===== config.mk =====
export PLATFORM = sky130hd
export DESIGN_NAME = iomem_cmd_master
export DESIGN_NICKNAME = d
export VERILOG_FILES = /design/src/rtl/iomem_cmd_master.sv
export SDC_FILE = /design/constraint.sdc
export NUM_CORES = 1
export LEC_CHECK = 0
export CORE_MARGIN = 2
export CORE_UTILIZATION = 52
export DETAILED_ROUTE_END_ITERATION = 6
export HOLD_SLACK_MARGIN = 0.06
export PLACE_DENSITY = 0.85
export SYNTH_ARGS = -nofsm -noshare
export SYNTH_HDL_FRONTEND = slang
export SYNTH_SLANG_ARGS = --single-unit
export TNS_END_PERCENT = 5

===== constraint.sdc =====
create_clock -name clk -period 4.61 [get_ports clk]
set_input_delay 0.922 -clock clk [delete_from_list [all_inputs] [get_ports clk]]
set_output_delay 0.922 -clock clk [all_outputs]
set_load 0.03 [all_outputs]

===== src/rtl/iomem_cmd_master.sv =====
// Byte-stream command bridge: each received frame becomes one iomem read or write, answered on the tx byte stream.
// Define IOMEM_CMD_TIMEOUT_EN to abort transfers that see no iomem_ready within TIMEOUT valid cycles.
module iomem_cmd_master #(
  parameter int unsigned TIMEOUT = 255
) (
  input  logic        clk,
  input  logic        resetn,
  input  logic        rx_valid,
  input  logic [7:0]  rx_data,
  output logic        rx_ready,
  output logic        tx_valid,
  output logic [7:0]  tx_data,
  input  logic        tx_ready,
  output logic        iomem_valid,
  input  logic        iomem_ready,
  output logic [3:0]  iomem_wstrb,
  output logic [31:0] iomem_addr,
  output logic [31:0] iomem_wdata,
  input  logic [31:0] iomem_rdata,
  output logic        busy
);

  typedef enum logic [2:0] {S_IDLE, S_ADDR, S_DATA, S_BUS, S_RESP} state_t;

  state_t      state_q, state_d;
  logic [1:0]  cnt_q, cnt_d;
  logic        is_wr_q, is_wr_d;
  logic        rx_ready_q, rx_ready_d;
  logic        tx_valid_q, tx_valid_d;
  logic [7:0]  tx_data_q, tx_data_d;
  logic [23:0] tx_sr_q, tx_sr_d;
  logic [1:0]  tx_left_q, tx_left_d;
  logic        iomem_valid_q, iomem_valid_d;
  logic [3:0]  wstrb_q, wstrb_d;
  logic [31:0] addr_q, addr_d;
  logic [31:0] wdata_q, wdata_d;
  logic        busy_q, busy_d;
  logic        rx_take;

`ifdef IOMEM_CMD_TIMEOUT_EN
  localparam int unsigned TW = (TIMEOUT > 1) ? $clog2(TIMEOUT) : 1;
  logic [TW-1:0] tmo_q, tmo_d;
`endif

  assign rx_take = rx_valid && rx_ready_q;

  always_comb begin
    state_d   = state_q;
    cnt_d     = cnt_q;
    is_wr_d   = is_wr_q;
    tx_valid_d = tx_valid_q;
    tx_data_d = tx_data_q;
    tx_sr_d   = tx_sr_q;
    tx_left_d = tx_left_q;
    wstrb_d   = wstrb_q;
    addr_d    = addr_q;
    wdata_d   = wdata_q;
`ifdef IOMEM_CMD_TIMEOUT_EN
    // Reloaded every cycle outside BUS so the first valid cycle starts at TIMEOUT-1.
    tmo_d     = TW'(TIMEOUT - 1);
`endif
    case (state_q)
      S_IDLE: begin
        if (rx_take) begin
          if (rx_data == 8'h50) begin
            is_wr_d = 1'b0;
            wstrb_d = 4'h0;
            state_d = S_ADDR;
          end else if (rx_data[7:4] == 4'hA && rx_data[3:0] != 4'h0) begin
            is_wr_d = 1'b1;
            wstrb_d = rx_data[3:0];
            state_d = S_ADDR;
          end else begin
            tx_valid_d = 1'b1;
            tx_data_d  = 8'h3F;
            tx_left_d  = 2'd0;
            state_d    = S_RESP;
          end
        end
      end
      S_ADDR: begin
        if (rx_take) begin
          addr_d = {addr_q[23:0], rx_data};
          cnt_d  = cnt_q + 2'd1;
          if (cnt_q == 2'd3) state_d = is_wr_q ? S_DATA : S_BUS;
        end
      end
      S_DATA: begin
        if (rx_take) begin
          wdata_d = {wdata_q[23:0], rx_data};
          cnt_d   = cnt_q + 2'd1;
          if (cnt_q == 2'd3) state_d = S_BUS;
        end
      end
      S_BUS: begin
        if (iomem_ready) begin
          tx_valid_d = 1'b1;
          state_d    = S_RESP;
          if (is_wr_q) begin
            tx_data_d = 8'h4B;
            tx_left_d = 2'd0;
          end else begin
            tx_data_d = iomem_rdata[31:24];
            tx_sr_d   = iomem_rdata[23:0];
            tx_left_d = 2'd3;
          end
        end
`ifdef IOMEM_CMD_TIMEOUT_EN
        else if (tmo_q == '0) begin
          tx_valid_d = 1'b1;
          tx_data_d  = 8'hEE;
          tx_left_d  = 2'd0;
          state_d    = S_RESP;
        end else begin
          tmo_d = tmo_q - 1'b1;
        end
`endif
      end
      S_RESP: begin
        if (tx_ready) begin
          if (tx_left_q == 2'd0) begin
            tx_valid_d = 1'b0;
            state_d    = S_IDLE;
          end else begin
            tx_data_d = tx_sr_q[23:16];
            tx_sr_d   = {tx_sr_q[15:0], 8'h00};
            tx_left_d = tx_left_q - 2'd1;
          end
        end
      end
      default: state_d = S_IDLE;
    endcase
    // Control outputs are registered copies of the next state.
    rx_ready_d    = (state_d == S_IDLE) || (state_d == S_ADDR) || (state_d == S_DATA);
    iomem_valid_d = (state_d == S_BUS);
    busy_d        = (state_d != S_IDLE);
  end

  always_ff @(posedge clk) begin
    if (!resetn) begin
      state_q       <= S_IDLE;
      cnt_q         <= 2'd0;
      is_wr_q       <= 1'b0;
      rx_ready_q    <= 1'b0;
      tx_valid_q    <= 1'b0;
      tx_data_q     <= 8'h00;
      tx_sr_q       <= 24'h0;
      tx_left_q     <= 2'd0;
      iomem_valid_q <= 1'b0;
      wstrb_q       <= 4'h0;
      addr_q        <= 32'h0;
      wdata_q       <= 32'h0;
      busy_q        <= 1'b0;
`ifdef IOMEM_CMD_TIMEOUT_EN
      tmo_q         <= '0;
`endif
    end else begin
      state_q       <= state_d;
      cnt_q         <= cnt_d;
      is_wr_q       <= is_wr_d;
      rx_ready_q    <= rx_ready_d;
      tx_valid_q    <= tx_valid_d;
      tx_data_q     <= tx_data_d;
      tx_sr_q       <= tx_sr_d;
      tx_left_q     <= tx_left_d;
      iomem_valid_q <= iomem_valid_d;
      wstrb_q       <= wstrb_d;
      addr_q        <= addr_d;
      wdata_q       <= wdata_d;
      busy_q        <= busy_d;
`ifdef IOMEM_CMD_TIMEOUT_EN
      tmo_q         <= tmo_d;
`endif
    end
  end

  assign rx_ready    = rx_ready_q;
  assign tx_valid    = tx_valid_q;
  assign tx_data     = tx_data_q;
  assign iomem_valid = iomem_valid_q;
  assign iomem_wstrb = wstrb_q;
  assign iomem_addr  = addr_q;
  assign iomem_wdata = wdata_q;
  assign busy        = busy_q;

endmodule


==> results of run 1 <==
==> layout make-up <==
class / count / area (um^2)
Clock inverter: 6 / 75.1
Clock buffer: 10 / 128
Timing Repair Buffer: 132 / 1300
Multi-Input combinational cell: 390 / 2100
Inverter: 5 / 18.8
Sequential cell: 112 / 2240
Tap cell: 108 / 135
Fill cell: 705 / 2590
==> how the worst max path moves through the flow <==
stage / endpoint
floorplan: tx_data[2]
CTS: tx_sr_q[20]
finish: tx_sr_q[20]
global placement: tx_data[4]
detailed placement: tx_left_q[1]
global route: tx_sr_q[21]
==> per-layer routing <==
layer  part of all wire [%]  routed length [um]  up-vias  GRT usage, %
li1                       -                   -     2102             -
met1                     43                4940     2001          29.7
met2                     50                5730      110          40.1
met3                    5.3                 610       22          4.60
met4                    2.5                 285        0          9.83
met5                      0                   0        -             0
==> cells by family (layout without fill, tap and decap cells) <==
family,count (synthesis),count (layout)
compound gates,149,149
fa+ha+maj,2,2
buf+inv,47,153
flops,112,112
mux,12,12
simple gates,227,227
==> worst max-delay path, stage by stage (launching register included) <==
cell and delay (ns):
dfxtp_1 0.58, or3b_1 0.98, o22a_1 0.81, a21oi_1 0.20
a311oi_2 0.29
==> per-stage QoR <==
stage                     total power [mW]  utilization [%]  instances
after floorplan                       1.14                -        549
after global placement                1.22             67.4        747
after detailed placement              1.22             67.4        747
after CTS                             1.81             69.8        763
after global routing                  1.86             69.8        763
final                                 1.80             69.8        763
==> flip-flops by register name (all words and copies together) (netlist names) <==
| register | cells |
|---|---|
| tx_data | 8 |
| is_wr_q | 1 |
| busy | 1 |
| cnt_q | 2 |
| tx_sr_q | 24 |
| rx_ready | 1 |
| iomem_wdata | 32 |
| state_q | 3 |
| tx_valid | 1 |
| iomem_valid | 1 |
| iomem_wstrb | 4 |
| iomem_addr | 32 |
| tx_left_q | 2 |
==> cell usage after synthesis (2+ instances only) <==
| library cell | number | share of area (%) |
|---|---|---|
| clkbuf_1 | 26 | 2.1 |
| and2_1 | 4 | 0.55 |
| nand3_1 | 8 | 0.88 |
| inv_1 | 4 | 0.33 |
| a311oi_1 | 6 | 1.2 |
| nor2_1 | 6 | 0.49 |
| nand4_1 | 10 | 1.4 |
| nor4bb_1 | 3 | 0.66 |
| dfxtp_1 | 112 | 49 |
| buf_6 | 3 | 0.74 |
| nor3_1 | 3 | 0.33 |
| a311oi_2 | 10 | 3.3 |
| and3_1 | 2 | 0.27 |
| nand2_1 | 178 | 15 |
| nor2b_1 | 4 | 0.55 |
| a211oi_1 | 2 | 0.33 |
| o31a_1 | 2 | 0.38 |
| o2bb2ai_1 | 2 | 0.38 |
| and4_1 | 2 | 0.38 |
| ha_1 | 2 | 0.55 |
| mux2i_1 | 11 | 2.4 |
| a21oi_1 | 95 | 10 |
| o221ai_1 | 7 | 1.3 |
| buf_2 | 10 | 1.1 |
| o21ai_0 | 15 | 1.6 |
==> power groups by stage <==
| stage | sequential, mW | clock (mW) | combinational (mW) |
|---|---|---|---|
| after floorplan | 1.04 | 0 | 0.102 |
| after global placement | 1.03 | 0 | 0.191 |
| after detailed placement | 1.03 | 0 | 0.196 |
| after CTS | 1.01 | 0.607 | 0.197 |
| after global routing | 1.01 | 0.644 | 0.212 |
| final | 1.01 | 0.594 | 0.198 |
==> cells in the final DEF (no fill, tap or decap), types with 4 or more instances in the layout <==
master           count
nand3_1              8
clkbuf_8             9
a311oi_2            10
and2_1               4
buf_4                8
nand2_1            178
nor2b_1              4
nand4_1             10
nor2_1               6
clkdlybuf4s50_1    124
a311oi_1             6
a21oi_1             95
mux2i_1             11
dfxtp_1            112
inv_1                4
o221ai_1             7
o21ai_0             15
==> impl_metrics.py, run 1 <==
metrics = {
    "cts": {
        "htree_levels": 3,
        "cts_buffer_depth": 2,
        "clock-sinks": 112,
        "clk_latency_ns": 0.37,
        "cts_tree": "yes",
        "clk_pin_slew_ns": 0.11,
        "cts_root_buf": "clkbuf_8",
        "post_cts_resized": 0,
        "hold_buffers": 0,
        "cts_setup_buffers": 0,
        "numCtsBuffers": 9,
    },
    "synthesis": {
        "synthSimpleGateAreaFrac_pct": 21.6,
        "synth_fa_ha_area_share_pct": 0.549,
        "synthArstFlopShare_pct": 0,
        "synth-seq-cells": 112,
        "syn_area_per_cell_um2": 8.30,
        "syn_nets": 596,
        "synth.distinct_cells": 47,
        "syn-cell-area_mm2": 0.00455,
        "syn_inst": 549,
        "synth_edf_count": 0,
        "synth_top_family_by_area": "simple AND/OR/NAND/NOR gates",
        "synthXorXnorAreaFrac_pct": 0,
        "synthFlopType": "dfxtp_1",
        "synth-compound-area-share_pct": 21.1,
        "yosysWarningCount": 0,
        "seq_area_frac_synth_pct": 49.2,
        "synthMuxAreaShare_pct": 2.66,
    },
    "global_route": {
        "grt_max_degree": 42,
        "grt_pass1_wl_um": 18600,
        "antenna_found_initial": 0,
        "grt_usage_pct": 23.7,
        "grt_pass1_vias": 3959,
        "gr-total-overflow": 0,
    },
    "sta": {
        "drv_slew": 0,
        "fmax_mhz": 339,
        "worstMarginPinSlew_ns": 1.19,
        "tns_ns": 0,
        "fin_crit_ns": 2.95,
        "finalHoldViolCount": 0,
        "timing.final.ws_setup_ns": 1.66,
        "finalSetupViolations": 0,
        "rsz0062_at_grt": "false",
        "holdWs_ns": 0.461,
        "max_slew_margin_pct": 20.6,
        "post-route-period-util_pct": 64.0,
        "skew_ns": 0.0160,
    },
    "layout": {
        "final_area_mm2": 0.00600,
        "area_growth_pct": 31.7,
        "drive_above_1_share_pct": 6.11,
        "finalNetCount": 697,
        "antenna_cells": 0,
    },
    "power": {
        "p_int_mw": 1.34,
        "power_frac_seq_pct": 55.9,
        "clock_power_share_pct": 33.1,
        "switching_share_pct": 25.5,
        "p_comb_share_pct": 11.0,
        "ir_drop_v": 0.000165,
        "power.density_mw_per_mm2": 300,
        "p_switching_mw": 0.458,
        "p_leak_nw": 2.01,
    },
    "setup_path": {
        "r2r_slack_ns": 1.66,
        "crit_arrival_ns": 3.23,
        "r2r-end": "tx_sr_q[20]",
        "startpoint": "state_q[0]",
        "reg2regPathDepth": 4,
        "cp_max_fo": 36,
        "r2r_start": "state_q[0]",
        "end_kind": "flop",
        "cp.required_ns": 4.89,
        "path_class": "flop to flop",
        "startpoint_type": "flop",
    },
    "worst_hold_path": {
        "worstHoldEndpoint": "iomem_addr[26]",
        "holdPathStages": 2,
        "hp-class": "flop to flop",
        "hold_start": "iomem_addr[26]",
    },
    "drt": {
        "vias": 4235,
        "drc_errors": 0,
        "wl_per_cell_um": 15.2,
        "viasPerCell": 5.55,
        "wirelength_um": 11600,
        "drt_iter0_markers": 233,
        "postRouteAntennaNets": 0,
        "firstDrtPassIters": 5,
    },
    "floorplan": {
        "dieWidth_um": 97.6,
        "num_rows": 34,
        "die_y_um": 97.6,
        "pin_count": 125,
        "initial_core_util_pct": 53.0,
        "die_area_mm2": 0.00952,
        "core_mm2": 0.00859,
    },
    "place": {
        "dp_slack_ns": 1.43,
        "port-buffer-count": 124,
        "dpl-instance-area_mm2": 0.00580,
        "dp.final_hpwl_um": 8150,
        "gp_congestion": 0.851,
    },
    "outcome": {
        "status": "complete, no violations",
    },
    "run": {
        "maxCapViolCount": 0,
    },
}
No activity file was read; power rests on OpenSTA's default activity.
==> inputs of run 2 (changes only) <==
--- a/config.mk
+++ b/config.mk
@@ -6,10 +6,10 @@
 export NUM_CORES = 1
 export LEC_CHECK = 0
 export CORE_MARGIN = 2
-export CORE_UTILIZATION = 52
+export CORE_UTILIZATION = 48
 export DETAILED_ROUTE_END_ITERATION = 6
 export HOLD_SLACK_MARGIN = 0.06
-export PLACE_DENSITY = 0.85
+export PLACE_DENSITY = 0.8
 export SYNTH_ARGS = -nofsm -noshare
 export SYNTH_HDL_FRONTEND = slang
 export SYNTH_SLANG_ARGS = --single-unit
==> constraint.sdc (replaced) <==
create_clock -name clk -period 2.86 [get_ports clk]
set_input_delay 0.572 -clock clk [delete_from_list [all_inputs] [get_ports clk]]
set_output_delay 0.572 -clock clk [all_outputs]
set_load 0.03 [all_outputs]
==> run 2 against run 1 <==
Non-clock buffer count is 5 higher. Critical path depth is 1 higher. Clock skew is 0.0043 ns lower. Global-route usage is 1.2 points lower. Power is 68% higher. Routed wire length is 0.91% higher. Die area is 8.0% higher. Design area is 1.7% higher. Flip-flop and latch count stayed put. First-iteration DRC count is 9.4% higher. Sequential power is 60% higher. Utilization is 3.8 points lower. Largest cell class unchanged.
==> impl_metrics.py, run 2 (same netlist as run 1, synthesis figures left out) <==
metrics = {
    "sta": {
        "finalSetupViolations": 0,
        "tns_ns": 0,
        "max_slew_margin_pct": 61.6,
        "worstMarginPinSlew_ns": 0.575,
        "drv_slew": 0,
        "fin_crit_ns": 2.39,
        "post-route-period-util_pct": 83.7,
        "skew_ns": 0.0117,
        "fmax_mhz": 418,
        "rsz0062_at_grt": "false",
        "finalHoldViolCount": 0,
    },
    "floorplan": {
        "die_area_mm2": 0.0103,
        "pin_count": 125,
        "num_rows": 35,
        "core_mm2": 0.00924,
        "die_y_um": 101,
        "initial_core_util_pct": 49.3,
        "dieWidth_um": 101,
    },
    "cts": {
        "cts_root_buf": "clkbuf_8",
        "cts_tree": "yes",
        "post_cts_resized": 0,
        "numCtsBuffers": 9,
        "cts_buffer_depth": 2,
        "clk_pin_slew_ns": 0.10,
        "cts_setup_buffers": 0,
        "clock-sinks": 112,
        "htree_levels": 3,
        "clk_latency_ns": 0.37,
        "hold_buffers": 0,
    },
    "power": {
        "p_leak_nw": 2.05,
        "power_frac_seq_pct": 53.7,
        "clock_power_share_pct": 35.5,
        "switching_share_pct": 24.8,
        "ir_drop_v": 0.000315,
        "p_comb_share_pct": 10.8,
        "p_int_mw": 2.27,
        "power.density_mw_per_mm2": 495,
        "p_switching_mw": 0.747,
    },
    "global_route": {
        "use_met3_pct": 3.38,
        "gr-total-overflow": 0,
        "use_met1_pct": 29.8,
        "grtUsageMet2_pct": 37.7,
        "grt_pass1_wl_um": 18700,
        "grt_max_degree": 73,
        "grt_pass1_vias": 3954,
        "antenna_found_initial": 0,
        "grt_usage_pct": 22.5,
        "busiest_layer": "met2",
    },
    "layout": {
        "num-fill-cells": 767,
        "mostFrequentLayoutCell": "nand2_1",
        "final_area_mm2": 0.00610,
        "finalNetCount": 702,
        "drive_above_1_share_pct": 6.82,
        "final_cell_mix": "nand2_1 (178), clkdlybuf4s50_1 (124), dfxtp_1 (112)",
        "area_growth_pct": 34.0,
        "antenna_cells": 0,
    },
    "setup_path": {
        "reg2regPathDepth": 4,
        "path_class": "input port to flop",
        "startpoint_type": "input port",
        "crit_arrival_ns": 2.64,
        "startpoint": "rx_data[0]",
        "r2r-end": "tx_data[1]",
        "end_kind": "flop",
        "r2r_slack_ns": 0.59,
        "r2r_start": "state_q[0]",
        "crit_end": "tx_data[1]",
        "cp_max_fo": 10,
        "cp.required_ns": 3.10,
    },
    "place": {
        "dp.final_hpwl_um": 8080,
        "port-buffer-count": 124,
        "gp_congestion": 0.870,
        "dpl-instance-area_mm2": 0.00587,
    },
    "drt": {
        "vias": 4242,
        "drc_errors": 0,
        "postRouteAntennaNets": 0,
        "wl_per_cell_um": 14.8,
        "drt_iter0_markers": 255,
        "wirelength_um": 11700,
        "viasPerCell": 5.38,
        "firstDrtPassIters": 5,
    },
    "outcome": {
        "status": "complete, no violations",
    },
    "worst_hold_path": {
        "hold_start": "iomem_addr[27]",
        "hp-class": "flop to flop",
    },
    "run": {
        "maxCapViolCount": 0,
    },
}
run 2: changes by cell type in the layout (fill, tap and decap cells not counted):
cell / previous run / this run
buf_12: 0 / 1
clkinvlp_4: 1 / 0
bufinv_16: 1 / 2
clkbuf_8: 9 / 10
inv_6: 3 / 0
clkinv_4: 0 / 2
buf_4: 8 / 12
run 2: power by group through the flow:
stage                     Combinational (mW)  Clock, mW  Sequential (mW)
final                                  0.325       1.07             1.62
after global routing                   0.351       1.14             1.62
after CTS                              0.324       1.08             1.62
after detailed placement               0.322          0             1.66
after global placement                 0.317          0             1.65
after floorplan                        0.164          0             1.68
run 2: critical path, cell delays in order:
cell	delay, ns
clkdlybuf4s50_1	0.47
nor4_2	0.47
mux2_2	0.46
a211o_1	0.48
mux2i_1	0.19
run 2: per-layer routing:
metal / share of wire [%] / wire length [um] / up-vias
met1: 45 / 5250 / 1988
met3: 4.9 / 570 / 14
li1: - / - / 2114
met5: 0 / 0 / -
met4: 1.5 / 171 / 0
met2: 49 / 5690 / 126
run 2: final cells by class:
type | instances | area, um^2 | area share (%)
clock buffers | 11 | 141 | 2.32
repair buffers | 137 | 1350 | 22.1
well taps | 129 | 161 | 2.65
flip-flops and latches | 112 | 2240 | 36.7
multi-input cells | 390 | 2100 | 34.4
inverters | 5 | 18.8 | 0.308
clock inverters | 5 | 88.8 | 1.46
run 2: worst min path at each step:
stage               cells past startpoint        endpoint
finish                                  2  iomem_addr[27]
global route                            2  iomem_addr[28]
CTS                                     2  iomem_addr[27]
detailed placement                      2  iomem_addr[27]
global placement                        2  iomem_addr[24]
floorplan                               2    tx_left_q[1]
run 2: per-stage QoR:
stage | power (mW) | setup WS (ns) | hold slack [ns] | util, % | std cells
after floorplan | 1.84 | 0.842 | 0.438 | - | 549
after global routing | 3.12 | 0.313 | 0.485 | 66.0 | 789
after detailed placement | 1.98 | 0.0831 | 0.447 | 63.5 | 773
after CTS | 3.02 | 0.481 | 0.462 | 66.0 | 789
final | 3.02 | 0.466 | 0.460 | 66.0 | 789
after global placement | 1.97 | 0.141 | 0.441 | 63.5 | 773
==> inputs of run 3 (changes only) <==
--- a/config.mk
+++ b/config.mk
@@ -6,10 +6,10 @@
 export NUM_CORES = 1
 export LEC_CHECK = 0
 export CORE_MARGIN = 2
-export CORE_UTILIZATION = 48
+export CORE_UTILIZATION = 43
 export DETAILED_ROUTE_END_ITERATION = 6
 export HOLD_SLACK_MARGIN = 0.06
-export PLACE_DENSITY = 0.8
+export PLACE_DENSITY = 0.76
 export SYNTH_ARGS = -nofsm -noshare
 export SYNTH_HDL_FRONTEND = slang
 export SYNTH_SLANG_ARGS = --single-unit
==> constraint.sdc (replaced) <==
create_clock -name clk -period 2.2 [get_ports clk]
set_input_delay 0.44 -clock clk [delete_from_list [all_inputs] [get_ports clk]]
set_output_delay 0.44 -clock clk [all_outputs]
set_load 0.03 [all_outputs]
==> run 3 against run 2 <==
Combinational power up 42%. Largest power group unchanged. Design area up 2.7%. Worst setup slack worse by 0.34 ns. Clock skew up 0.0046 ns. Die area up 11%. Flip-flop and latch count unchanged.
==> impl_metrics.py, run 3 (same netlist as run 1, synthesis figures left out) <==
metrics = {
    "floorplan": {
        "die_y_um": 107,
        "core_mm2": 0.0103,
        "num_rows": 37,
        "initial_core_util_pct": 44.1,
        "dieWidth_um": 107,
        "pin_count": 125,
        "die_area_mm2": 0.0114,
    },
    "drt": {
        "met2WireLength_um": 5900,
        "drc_errors": 0,
        "viasPerCell": 5.24,
        "wl_met1_um": 5300,
        "postRouteAntennaNets": 0,
        "wl_per_cell_um": 14.8,
        "vias": 4241,
        "wl_met3_um": 552,
        "wirelength_um": 12000,
        "highest_layer": "met4",
        "drt_iter0_markers": 232,
        "firstDrtPassIters": 4,
    },
    "global_route": {
        "gr-total-overflow": 0,
        "grt_pass1_wl_um": 19000,
        "antenna_found_initial": 0,
        "grt_usage_pct": 20.5,
        "grt_max_degree": 73,
        "grt_pass1_vias": 4014,
    },
    "power": {
        "p_leak_nw": 2.13,
        "ir_drop_v": 0.000318,
        "power.density_mw_per_mm2": 611,
    },
    "layout": {
        "num-fill-cells": 925,
        "antenna_cells": 0,
        "finalNetCount": 716,
        "mostFrequentLayoutCell": "nand2_1",
        "fin_cells": 810,
        "drive_above_1_share_pct": 8.75,
        "ff_latch_area_mm2": 0.00224,
        "multiInputGateArea_mm2": 0.00210,
        "area_growth_pct": 37.6,
        "final_cell_mix": "nand2_1 (178), clkdlybuf4s50_1 (124), dfxtp_1 (112)",
    },
    "setup_path": {
        "r2r-end": "tx_sr_q[23]",
        "r2r_slack_ns": 0.26,
        "startpoint_type": "input port",
        "r2r_start": "state_q[0]",
        "path_class": "input port to flop",
        "crit_arrival_ns": 2.32,
        "end_kind": "flop",
        "reg2regPathDepth": 4,
        "cp.required_ns": 2.45,
        "cp_max_fo": 10,
    },
    "outcome": {
        "status": "complete, no violations",
    },
    "run": {
        "maxCapViolCount": 0,
    },
    "sta": {
        "drv_slew": 0,
        "rsz0062_at_grt": "false",
        "max_slew_margin_pct": 60.4,
        "finalHoldViolCount": 0,
        "skew_ns": 0.0163,
        "post-route-period-util_pct": 94.2,
        "fmax_mhz": 482,
        "worstMarginPinSlew_ns": 0.592,
        "tns_ns": 0,
        "fin_crit_ns": 2.07,
        "finalSetupViolations": 0,
    },
    "cts": {
        "hold_buffers": 0,
        "clk_latency_ns": 0.37,
        "htree_levels": 3,
        "clk_pin_slew_ns": 0.10,
        "cts_setup_buffers": 0,
        "cts_tree": "yes",
        "clock-sinks": 112,
        "cts_root_buf": "clkbuf_8",
        "numCtsBuffers": 9,
        "cts_buffer_depth": 2,
        "post_cts_resized": 0,
    },
    "place": {
        "dp.final_hpwl_um": 8640,
        "port-buffer-count": 124,
        "gp_congestion": 0.849,
        "dp.cells": 794,
    },
    "worst_hold_path": {
        "holdPathStages": 2,
        "worstHoldEndpoint": "iomem_addr[30]",
        "hold_start": "iomem_addr[30]",
        "hp-class": "flop to flop",
    },
}
## run 3: cell types whose count changed in the layout (fill, tap and decap cells not counted), sizes merged
cell	change
clkinv	-2
buf	+14
clkbuf	-1
inv	+2
bufinv	-1
clkinvlp	+2
## run 3: worst max-delay path by stage
stage	from	to	cells past startpoint
2_1_floorplan	rx_data[0]	tx_data[2]	5
3_3_place_gp	rx_data[0]	tx_data[2]	6
3_5_place_dp	rx_data[0]	tx_left_q[0]	6
4_1_cts	rx_data[0]	tx_data[1]	6
5_1_grt	rx_data[0]	tx_data[1]	6
6_report	rx_data[0]	tx_data[1]	6
## run 3: stage by stage
step / hold WS (ns) / power [mW] / worst slack (ns) / utilization, % / area [um^2]
global placement: 0.440 / 2.60 / -0.211 / 58.7 / 6060
floorplan: 0.438 / 2.40 / 0.314 / - / 4550
global route: 0.485 / 3.98 / 0.0618 / 60.7 / 6260
finish: 0.460 / 3.83 / 0.127 / 60.7 / 6260
CTS: 0.462 / 3.86 / 0.144 / 60.7 / 6260
detailed placement: 0.447 / 2.61 / -0.251 / 58.7 / 6060
## run 3: cell type report
type                       instances  share of cell area [%]
multi-input combinational        390                    33.5
sequential                       112                    35.8
clock inverter                     6                    1.22
clock buffer                      10                    2.04
inverter                           5                   0.300
timing repair buffer             151                    24.4
tap                              136                    2.72
## run 3: critical path, cell delays in order
cell and delay [ns]:
clkdlybuf4s50_1 0.44, nor4_2 0.39, mux2_2 0.45, a211o_1 0.31, buf_12 0.16, mux2i_1 0.11
## run 3: power breakdown
group,total (mW),internal [mW],switching [mW],leakage (nW)
clock network,1.26,0.548,0.710,0.0969
logic,0.461,0.220,0.240,1.13
registers,2.11,2.07,0.0367,0.906
## run 3: routing by layer
layer / vias up / track usage [%]
met1: 1971 / 25.9
met4: 0 / 7.42
met2: 120 / 34.6
li1: 2134 / -
met5: - / 0
met3: 16 / 4.26
